[src/rtl/cpu_pkg.sv]
// cpu_pkg: shared word width and demux channel select encoding
package cpu_pkg;
  localparam int WORD_W = 32;
  typedef enum logic {CH0 = 1'b0, CH1 = 1'b1} ch_e;
endpackage

[src/rtl/sync_fifo_32.sv]
// sync_fifo_32: single-clock FIFO with level counter, registered head output and sync clear
module sync_fifo_32 #(
  parameter int WIDTH = 32,
  parameter int DEPTH = 4,
  localparam int PW = $clog2(DEPTH),
  localparam int CNTW = $clog2(DEPTH) + 1
) (
  input  logic             clk,
  input  logic             rst_n,
  input  logic             clr,
  input  logic             push,
  input  logic [WIDTH-1:0] din,
  input  logic             pop,
  output logic [WIDTH-1:0] dout,
  output logic             empty,
  output logic             full,
  output logic [CNTW-1:0]  level
);
  logic [WIDTH-1:0] mem [DEPTH];
  logic [PW-1:0] wr_ptr, rd_ptr;
  logic do_push, do_pop;
  always_comb begin
    empty   = level == '0;
    full    = level == CNTW'(DEPTH);
    do_push = push & !full;
    do_pop  = pop & !empty;
    dout    = mem[rd_ptr];
  end
  // clr keeps storage contents; only pointers and level return to zero
  always_ff @(posedge clk or negedge rst_n)
    if (!rst_n) begin
      mem    <= '{default: '0};
      wr_ptr <= '0;
      rd_ptr <= '0;
      level  <= '0;
    end else if (clr) begin
      wr_ptr <= '0;
      rd_ptr <= '0;
      level  <= '0;
    end else begin
      if (do_push) mem[wr_ptr] <= din;
      if (do_push) wr_ptr <= wr_ptr + 1'b1;
      if (do_pop) rd_ptr <= rd_ptr + 1'b1;
      level <= level + CNTW'(do_push) - CNTW'(do_pop);
    end
endmodule

[src/rtl/demux2_32_buf.sv]
// demux2_32_buf: 1:2 buffered word demultiplexer with an independent FIFO per channel
module demux2_32_buf import cpu_pkg::*; #(
  parameter int WIDTH = WORD_W,
  parameter int DEPTH = 4,
  localparam int CNTW = $clog2(DEPTH) + 1
) (
  input  logic             clk,
  input  logic             rst_n,
  input  logic             flush,
  input  logic             in_valid,
  output logic             in_ready,
  input  logic             in_sel,
  input  logic [WIDTH-1:0] in_data,
  output logic             out0_valid,
  input  logic             out0_ready,
  output logic [WIDTH-1:0] out0_data,
  output logic             out1_valid,
  input  logic             out1_ready,
  output logic [WIDTH-1:0] out1_data,
  output logic [CNTW-1:0]  out0_level,
  output logic [CNTW-1:0]  out1_level
);
  logic empty0, empty1, full0, full1, push0, push1;
  // full is registered, so a same-cycle pop never reopens a full channel
  always_comb begin
    in_ready   = !flush & (in_sel == CH1 ? !full1 : !full0);
    push0      = in_valid & in_ready & (in_sel == CH0);
    push1      = in_valid & in_ready & (in_sel == CH1);
    out0_valid = !empty0;
    out1_valid = !empty1;
  end
  sync_fifo_32 #(.WIDTH(WIDTH), .DEPTH(DEPTH)) u_fifo0 (
    .clk(clk), .rst_n(rst_n), .clr(flush), .push(push0), .din(in_data),
    .pop(out0_valid & out0_ready), .dout(out0_data), .empty(empty0), .full(full0),
    .level(out0_level)
  );
  sync_fifo_32 #(.WIDTH(WIDTH), .DEPTH(DEPTH)) u_fifo1 (
    .clk(clk), .rst_n(rst_n), .clr(flush), .push(push1), .din(in_data),
    .pop(out1_valid & out1_ready), .dout(out1_data), .empty(empty1), .full(full1),
    .level(out1_level)
  );
endmodule

[config.mk]
export PLATFORM = sky130hd
export DESIGN_NAME = demux2_32_buf
export DESIGN_NICKNAME = d
export VERILOG_FILES = /design/src/rtl/cpu_pkg.sv /design/src/rtl/sync_fifo_32.sv /design/src/rtl/demux2_32_buf.sv
export SDC_FILE = /design/constraint.sdc
export NUM_CORES = 1
export LEC_CHECK = 0
export ABC_AREA = 1
export BUFFER_PORTS_ARGS = -buffer_cell sky130_fd_sc_hd__buf_2
export CAP_MARGIN = 25
export CORE_MARGIN = 2
export CORE_UTILIZATION = 45
export CTS_CLUSTER_DIAMETER = 150
export DETAILED_ROUTE_END_ITERATION = 8
export PLACE_DENSITY = 0.65
export SYNTH_ARGS = -nofsm -noshare
export SYNTH_HDL_FRONTEND = slang
export SYNTH_HIERARCHICAL = 1
export SYNTH_SLANG_ARGS = --single-unit
[constraint.sdc]
create_clock -name clk -period 2.57 [get_ports clk]
set_clock_uncertainty 0.1 [all_clocks]
set_input_delay 0.514 -clock clk [delete_from_list [all_inputs] [get_ports clk]]
set_output_delay 0.514 -clock clk [all_outputs]
set_load 0.05 [all_outputs]
==> metrics.txt, run 1 <==
met1 Usage GRT 0.387; share of cells above drive strength 1 0.151; GPL Wtd Cong 0.814; Critical Path Source Type flop; compound-cell area share of the yosys netlist 0.0814; setup violators final 0; Period minus WS final 2560 ps; slowest CP cell dfrtp_1; Final HPWL DP 23.8 mm; Layout area overhead 17.6%; Post-Place Setup Slack 134 ps; DRC 0; pwr dens 1060 nW/um2; CP dominant cell by count buf_4; met2 Use GR 0.419; flops & latches, synth 270; switching share of power 0.424; Synth Area per Inst 8.09 um2; Mapped Cells 1,630; Sequential Power Share 0.338; register area share after synthesis 0.512; mux cell area share after synthesis 0; endpoints failing hold 0; Yosys warning count 6; leakage power 8.27 nW; Bufs on Longest Clock Path 3; reg2reg path depth 14; Die Area 30,700 um2; R2R setup slack 210 ps; hold path depth 3; fmax 0.391 GHz; CP max FO 10; Worst IR Drop VDD 1.13 mV; TritonCTS clock tree done; netlist area before placement 13,200 um2; Slew Limit Headroom 0.505; Cells after DPL 2,037; CTS Root Cell clkbuf_16; initial DRC count 1,488; Power Total 16.5 mW; row count 62; CTS Sinks 270; status completed; Synth top area share 0.512; Distinct cells, synth 20; main combinational cell family by area after synthesis simple AND/OR/NAND/NOR gates; Most Used Layer, Global Route met2; initial antenna violation count 2; Critical Path End Type output pin; CP arrival 1950 ps; Slowest Stage Delay on Critical Path 400 ps; min setup slack post-route 9.35 ps; number of global-route vias before repair 12,044; clock power share 0.259; Hold Path Sink u_fifo0/mem[34]; DRT Pass-1 Iters 5; gr ovfl total 0; gr usage total 0.266; worst skew pair latency 550 ps; reg2reg end u_fifo1/level[2]; Starting Density 0.458; largest net degree at the start of global routing 88; met3 GRT Util 0.0379; Final Instance Count excl. Fillers 2,093; Max Cap Viol 0; R2R Path Start u_fifo1/level[1]; worst path required time 1960 ps; Net Sw Power 6.99 mW; Post-CTS Setup Inserts 0; Post-Synthesis Net Count 1,683; Via Count 12,298; HP Class in -> reg; ANT cells 0; WL per Instance 19.7 um; CP top delay family buffers and inverters; Post-Synth XOR/XNOR Area 0.00266; port bufs 111; max-slew violations 0; RSZ-0062 raised after global routing yes; fin crit share 0.996; antenna viol nets, final 0; Synth area leaders dfrtp_1 (51%), nand2_1 (15%), nand4_1 (13%); adder-cell share of the synthesized area 0.0144; Int Pwr 9.50 mW; first-pass GRT wire length 65.8 mm; vias per inst 5.88; Worst Setup Path Type reg -> out; io pins 112; Chip Width 175 um; H-tree level count 1; Final nets 1,740; CTS Buf Count 30; final wirelength 41.2 mm; CP Cell Sequence inv_2, buf_4, o21ai_0, o22ai_1, buf_4; worst hold start in_data[2]; CTS clk-pin slew, worst paths 60 ps; Slew @ Worst Pin 743 ps; logic gate share of total power 0.403; Setup TNS 0 ps; core area 28,800 um2; simple-gate area share of the yosys netlist 0.324; largest area contributor in the netlist dfrtp_1; WP buf/inv 3; DIE HEIGHT 175 um; Final Util 0.539
worst min-delay path, delay by kind of cell:
family	cells	cell delay, ps
AND/OR/NAND/NOR	2	140
buffers and inverters	1	160
placed cells by master (no fill, tap or decap), types with 3 or more instances in the layout:
master	n
buf_12	19
buf_2	71
buf_4	67
buf_6	5
clkbuf_1	7
clkbuf_16	31
clkbuf_4	12
clkbuf_8	8
clkinv_2	7
dfrtp_1	263
dfrtp_2	7
ha_1	12
inv_1	27
nand2_1	540
nand3_1	4
nand4_1	264
nor2_1	144
nor2_2	3
o21ai_0	129
o22ai_1	51
o22ai_2	13
xor2_1	4
repair_timing:
item                                    in CTS  in global routing
gates resized for setup                     40                 37
endpoints found under the setup margin      54                 32
gates cloned                                 1                  0
hold buffers                                 1                  0
hold endpoints to repair                    21                  0
pin swaps                                    3                  2
kinds of logic (layout without fill, tap and decap cells):
logic type,after synthesis,count (layout)
AOI/OAI and AO/OA,197,197
xor gates and xnor gates,4,4
adders and majority gates,14,14
buffers and inverters,186,265
DFF,270,270
and+or+nand+nor,959,959
synth_stat cells:
cell type  number
nand3_1         4
buf_2          38
nand2_1       541
buf_1           4
inv_2           2
nor2_1        148
dfrtp_1       270
a21oi_2         2
buf_4          28
nand4_1       264
o21ai_0       131
fa_1            2
nand4_2         1
ha_1           12
nand2_2         1
xor2_1          4
o22ai_1        64
clkbuf_2        2
inv_1          31
clkbuf_1       81
final cells by class:
class,count,area [um2]
flip-flops and latches,270,6770
repair buffers,178,1450
clock inverters,8,71.3
well taps,384,480
inverters,33,131
multi-input cells,1174,5690
clock buffers,46,912
fillers,2701,13300
routing by layer:
| metal | vias up | part of all wire | wire length (um) |
|---|---|---|---|
| met5 | - | 0.00051 | 21 |
| met2 | 520 | 0.47 | 19300 |
| met4 | 4 | 0.023 | 949 |
| met1 | 6025 | 0.44 | 18000 |
| met3 | 60 | 0.072 | 2980 |
| li1 | 5689 | - | - |
worst max path at each step:
stage | start | to | slack [ps] | cells past startpoint
2_1_floorplan | u_fifo1/level[1] | u_fifo1/level[2] | -20 | 14
3_5_place_dp | u_fifo0/level[1] | u_fifo1/level[2] | 130 | 14
5_1_grt | u_fifo0/rd_ptr[0] | out0_data[30] | -60 | 5
6_report | u_fifo0/rd_ptr[1] | out0_data[21] | 9 | 5
4_1_cts | u_fifo0/rd_ptr[0] | out0_data[15] | -1 | 5
3_3_place_gp | in_sel | u_fifo0/level[2] | 170 | 14
state kept, by name, summed over array words and instances, names as in the netlist:
signal / flops
u_fifo0/mem: 128
u_fifo1/mem: 128
u_fifo0/level: 3
u_fifo1/level: 3
u_fifo0/rd_ptr: 2
u_fifo0/wr_ptr: 2
u_fifo1/rd_ptr: 2
u_fifo1/wr_ptr: 2
power groups by stage:
stage,Sequential (mW),Combinational (mW),Clock [mW]
global placement,5.60,6.23,0
finish,5.57,6.64,4.28
global route,5.67,7.07,4.53
CTS,5.56,6.52,4.35
detailed placement,5.62,6.28,0
floorplan,5.64,4.48,0
stage by stage:
stage	instance area (um2)	hold slack [ps]
global route	15500	201
finish	15500	201
global placement	14300	294
floorplan	13200	118
CTS	15400	188
detailed placement	14300	299
(Power assumes the default switching activity.)
==> run 2: changes to the inputs <==
--- a/config.mk
+++ b/config.mk
@@ -5,7 +5,6 @@
 export SDC_FILE = /design/constraint.sdc
 export NUM_CORES = 1
 export LEC_CHECK = 0
-export ABC_AREA = 1
 export BUFFER_PORTS_ARGS = -buffer_cell sky130_fd_sc_hd__buf_2
 export CAP_MARGIN = 25
 export CORE_MARGIN = 2
==> run 2 against run 1 <==
Against the previous run:
- the flow now finishes with violations (negative setup slack)
- synthesized cell count decreased by 55%
- core utilization increased by 1.7 points
- final area increased by 3.4%
- synthesized area increased by 0.77%
- sequential power increased by 1%
- combinational power increased by 3.2%
- cell count decreased by 38%
- critical path depth unchanged
- first-iteration DRC count decreased by 78%
- non-clock buffer count decreased by 4
- wire length decreased by 31%
- count of clock-buffer cells in the layout increased by 2
- critical endpoint is now out0_data[22]
- largest power group unchanged
==> metrics.txt, run 2 <==
status finished, violations left; failing checks negative setup slack; Slew @ Worst Pin 506 ps; Slew Limit Headroom 0.662; Starting Density 0.460; max-slew violations 0; Final nets 937; most frequent cells in the layout dfrtp_1 (260), mux2_4 (240), mux4_2 (64); RSZ-0062 raised after global routing yes; number of global-route vias before repair 7,466; met3 GRT Util 0.0312; fmax 0.384 GHz; Die Area 30,900 um2; worst skew pair latency 530 ps; initial antenna violation count 0; endpoints failing hold 0; Area after DPL 14,400 um2; core area 28,900 um2; first-pass GRT wire length 45.3 mm; setup violators final 6; flops & latches, synth 270; port bufs 111; netlist area before placement 13,300 um2; Final HPWL DP 17.5 mm; vias per inst 5.22; HP Class in -> reg; share of cells above drive strength 1 0.638; reg2reg path depth 12; CTS clk-pin slew, worst paths 60 ps; gr usage total 0.188; CTS Sinks 270; pwr dens 1040 nW/um2; ANT cells 0; CTS Buf Count 30; Post-Place Setup Slack -113 ps; Critical Path End Type output pin; Mapped Cells 728; Worst Setup Path Type reg -> out; worst path required time 1960 ps; Distinct cells, synth 29; most common cell after layout, fill and taps aside dfrtp_1; Bufs on Longest Clock Path 3; Most Used Layer, Global Route met2; Period minus WS final 2610 ps; DIE HEIGHT 176 um; Setup TNS -83.2 ps; min setup slack post-route -36.6 ps; Critical Path Source Type flop; share of async-settable or async-resettable flops after synthesis 1.00; Synth top area share 0.509; Final Instance Count excl. Fillers 1,292; fin crit share 1.01; register area share after synthesis 0.509; DRC 0; largest net degree at the start of global routing 71; TritonCTS clock tree done; io pins 112; Layout area overhead 20.7%; Yosys warning count 6; top-count cell post-synth dfrtp_1; CP arrival 1990 ps; Final Hold Slack 218 ps; final wirelength 28.6 mm; CTS Root Cell clkbuf_16; GPL Wtd Cong 0.728; gr ovfl total 0; Synth area leaders dfrtp_1 (51%), mux2_4 (27%), mux4_2 (11%); largest area contributor in the netlist dfrtp_1; ys flop type dfrtp_1; number of flops mapped to enable cells by yosys 0; Synth Area per Inst 18.3 um2; Largest regs u_fifo0/mem (128), u_fifo1/mem (128); H-tree level count 1; antenna viol nets, final 0; Max Cap Viol 0; Via Count 6,742; Worst IR Drop VDD 0.609 mV; Post-Synthesis Net Count 781; Cells after DPL 1,222; DRT Pass-1 Iters 4; leakage power 7.39 nW; met1 Usage GRT 0.272; Post-synth top cells dfrtp_1 (270), mux2_4 (240), mux4_2 (64), buf_12 (24), mux2_2 (18); Chip Width 176 um; initial DRC count 320; hold path depth 2; met2 Use GR 0.306; CP max FO 5; row count 62; WL per Instance 22.1 um; Final Cell Area 16,000 um2
run 2: metal layers:
layer,routed length [um],part of all wire
met1,13200,0.46
met4,348,0.012
met3,1210,0.042
met5,0,0
met2,13900,0.48
run 2: kinds of logic (layout without fill, tap and decap cells):
group           Yosys count  count (layout)  synth area share
flops                   270             270             0.509
buf+inv                  66             246            0.0535
xor+xnor                  4               4           0.00264
mux                     322             322             0.395
compound gates            9               9           0.00471
simple gates             43              43            0.0214
fa+ha+maj                14              14            0.0143
run 2: path summary, 6_finish.rpt:
check / start / slack [ps] / endpoint
setup / recovery: u_fifo0/rd_ptr[0] / -40 / out0_data[22]
max in group asynchronous: rst_n / 1210 / u_fifo0/mem[92]
setup reg to reg: u_fifo1/level[0] / 20 / u_fifo1/level[2]
hold reg to reg: u_fifo1/mem[0] / 400 / u_fifo1/mem[0]
hold / removal: in_data[23] / 220 / u_fifo0/mem[119]
min in group asynchronous: rst_n / 410 / u_fifo0/mem[36]
run 2: report_power, final:
group          internal [mW]  switching (mW)
Combinational           3.17            3.69
Clock                   2.49            1.70
Sequential              5.13           0.507
run 2: stage by stage:
step / utilization / total power, mW
after floorplan: - / 10.3
after global placement: 0.499 / 11.6
after detailed placement: 0.499 / 11.7
after CTS: 0.547 / 16.6
after global routing: 0.556 / 17.4
final: 0.556 / 16.7
run 2: area by class of cell:
class / instances / area (um2)
repair buffers: 174 / 1860
inverters: 16 / 62.6
multi-input cells: 392 / 5890
well taps: 384 / 480
clock buffers: 48 / 900
fillers: 2261 / 12800
flip-flops and latches: 270 / 6770
clock inverters: 8 / 73.8
run 2: critical path: stages, from the launching register on:
cell and delay (ps):
dfrtp_2 390, buf_12 140, buf_6 100, clkbuf_16 130, mux4_2 520, buf_8 170
run 2: timing repair:
item | in CTS | in global routing
hold endpoints to repair | 53 | 0
pin swaps | 0 | 2
endpoints found under the setup margin | 52 | 62
buffers inserted | 2 | 5
cloned | 2 | 5
resized for setup | 95 | 36
hold buffers | 1 | 0
==> run 3: changes to the inputs <==
--- a/config.mk
+++ b/config.mk
@@ -16,3 +16,4 @@
 export SYNTH_HDL_FRONTEND = slang
 export SYNTH_HIERARCHICAL = 1
 export SYNTH_SLANG_ARGS = --single-unit
+export TNS_END_PERCENT = 50
==> run 3 against run 2 <==
Against the previous run:
- the flow still finishes with violations (negative setup slack)
- register-to-register slack lost 40 ps
- core utilization shrank 0.39 points
- maximum frequency shrank 1.8%
- sequential cell count is the same
- final area shrank 0.70%
- wire length shrank 0.87%
- global-route usage is essentially flat
- sequential power is essentially flat
- non-clock buffer count shrank 5
- total power grew 0.12%
- largest cell class unchanged
- hold slack lost 14 ps
- largest power group unchanged
- clock power grew 1%
==> metrics.txt, run 3 (synthesized netlist as in run 2, its figures left out) <==
share of cells above drive strength 1 0.637; CTS clk-pin slew, worst paths 60 ps; Largest regs u_fifo0/mem (128), u_fifo1/mem (128); RSZ-0062 raised after global routing yes; initial DRC count 379; CTS Root Cell clkbuf_16; Bufs on Longest Clock Path 3; gr ovfl total 0; largest net degree at the start of global routing 73; slowest CP cell mux4_2; CTS Buf Count 30; Final nets 932; Starting Density 0.460; HP Class in -> reg; CP Cell Sequence buf_6, buf_12, mux4_2, buf_8; Slew Limit Headroom 0.578; Critical Path Source Type flop; leakage power 7.36 nW; core area 28,900 um2; pwr dens 1050 nW/um2; Final HPWL DP 17.2 mm; Layout area overhead 19.8%; DIE HEIGHT 176 um; Slowest Stage Delay on Critical Path 570 ps; Max Cap Viol 0; WL per Instance 22.1 um; TritonCTS clock tree done; worst skew pair latency 560 ps; gr usage total 0.189; initial antenna violation count 0; ANT cells 0; Worst Setup Path Type reg -> out; failing checks negative setup slack; max-slew violations 0; DRT Pass-1 Iters 4; final wirelength 28.4 mm; Final Hold Slack 204 ps; antenna viol nets, final 0; fin crit share 1.03; fmax 0.377 GHz; setup violators final 33; GPL Wtd Cong 0.737; row count 62; Worst IR Drop VDD 0.611 mV; Filler cells 2,311; Die Area 30,900 um2; endpoints failing hold 0; status finished, violations left; number of global-route vias before repair 7,499; CP arrival 2040 ps; CTS Sinks 270; Via Count 6,794; DRC 0; Critical Path End Type output pin; CP max FO 6; min setup slack post-route -84.8 ps; first-pass GRT wire length 45.4 mm; io pins 112; Post-Place Setup Slack -112 ps; Chip Width 176 um; Period minus WS final 2650 ps; Slew @ Worst Pin 633 ps; most common cell after layout, fill and taps aside dfrtp_1; vias per inst 5.29; most frequent cells in the layout dfrtp_1 (260), mux2_4 (240), mux4_2 (64); H-tree level count 1; port bufs 111; worst path required time 1960 ps
[run 3: changes by cell type in the layout (fill, tap and decap cells not counted), moves of 3 or more]
cell	change
buf_4	-6
buf_2	+3
inv_1	+3
clkbuf_8	+3
buf_8	+3
clkbuf_16	-5
clkbuf_1	-6
[run 3: stage by stage]
step,area [um2],power [mW],util,TNS [ps],cells
after floorplan,13300,10.3,-,-387,728
final,15900,16.7,0.552,-1630,1284
after global routing,15900,17.4,0.552,-4180,1284
after detailed placement,14300,11.7,0.497,-169,1219
after CTS,15800,16.7,0.546,-2170,1280
after global placement,14300,11.6,0.497,-65.5,1219
[run 3: worst max-delay path: cells and delay by family (launching register included)]
family   cells  cell delay [ps]
mux          1              570
buf+inv      3              440
flops        1              480
[run 3: final timing paths]
path	from	to	slack, ps	depth (start not counted)
min in group asynchronous	rst_n	u_fifo1/level[0]	420	2
worst min register to register	u_fifo1/mem[32]	u_fifo1/mem[32]	400	1
worst max-delay path	u_fifo0/rd_ptr[0]	out0_data[31]	-80	4
worst max register to register	u_fifo1/level[2]	u_fifo1/level[2]	-20	13
max in group asynchronous	rst_n	u_fifo1/mem[40]	1250	3
worst min-delay path	in_data[28]	u_fifo0/mem[124]	200	2
[run 3: metal layers]
metal  share of wire  track usage  vias to the layer above
met2            0.47        0.289                      131
met4           0.015       0.0375                        0
met1            0.48        0.289                     3649
met5               0            0                        -
met3           0.036       0.0258                       37
li1                -            -                     2977
[run 3: area by class of cell]
cell class / count / area (um2) / area share
well taps: 384 / 480 / 0.0302
inverters: 16 / 60.1 / 0.00377
flip-flops and latches: 270 / 6770 / 0.425
multi-input cells: 392 / 5870 / 0.368
clock inverters: 9 / 88.8 / 0.00558
clock buffers: 44 / 893 / 0.0561
repair buffers: 169 / 1770 / 0.111
[run 3: where the power goes]
part	leakage, nW	total [mW]	switching, mW	internal [mW]
clock	0.477	4.23	1.74	2.49
combinational	3.30	6.83	3.70	3.13
sequential	3.59	5.64	0.505	5.13
[run 3: timing repair]
action	in CTS	in global routing
setup buffers	4	5
setup endpoints to repair	59	60
hold endpoints to repair	67	0
resized for setup	97	47
hold buffers	1	0
pin swaps	0	1
gates cloned	3	1
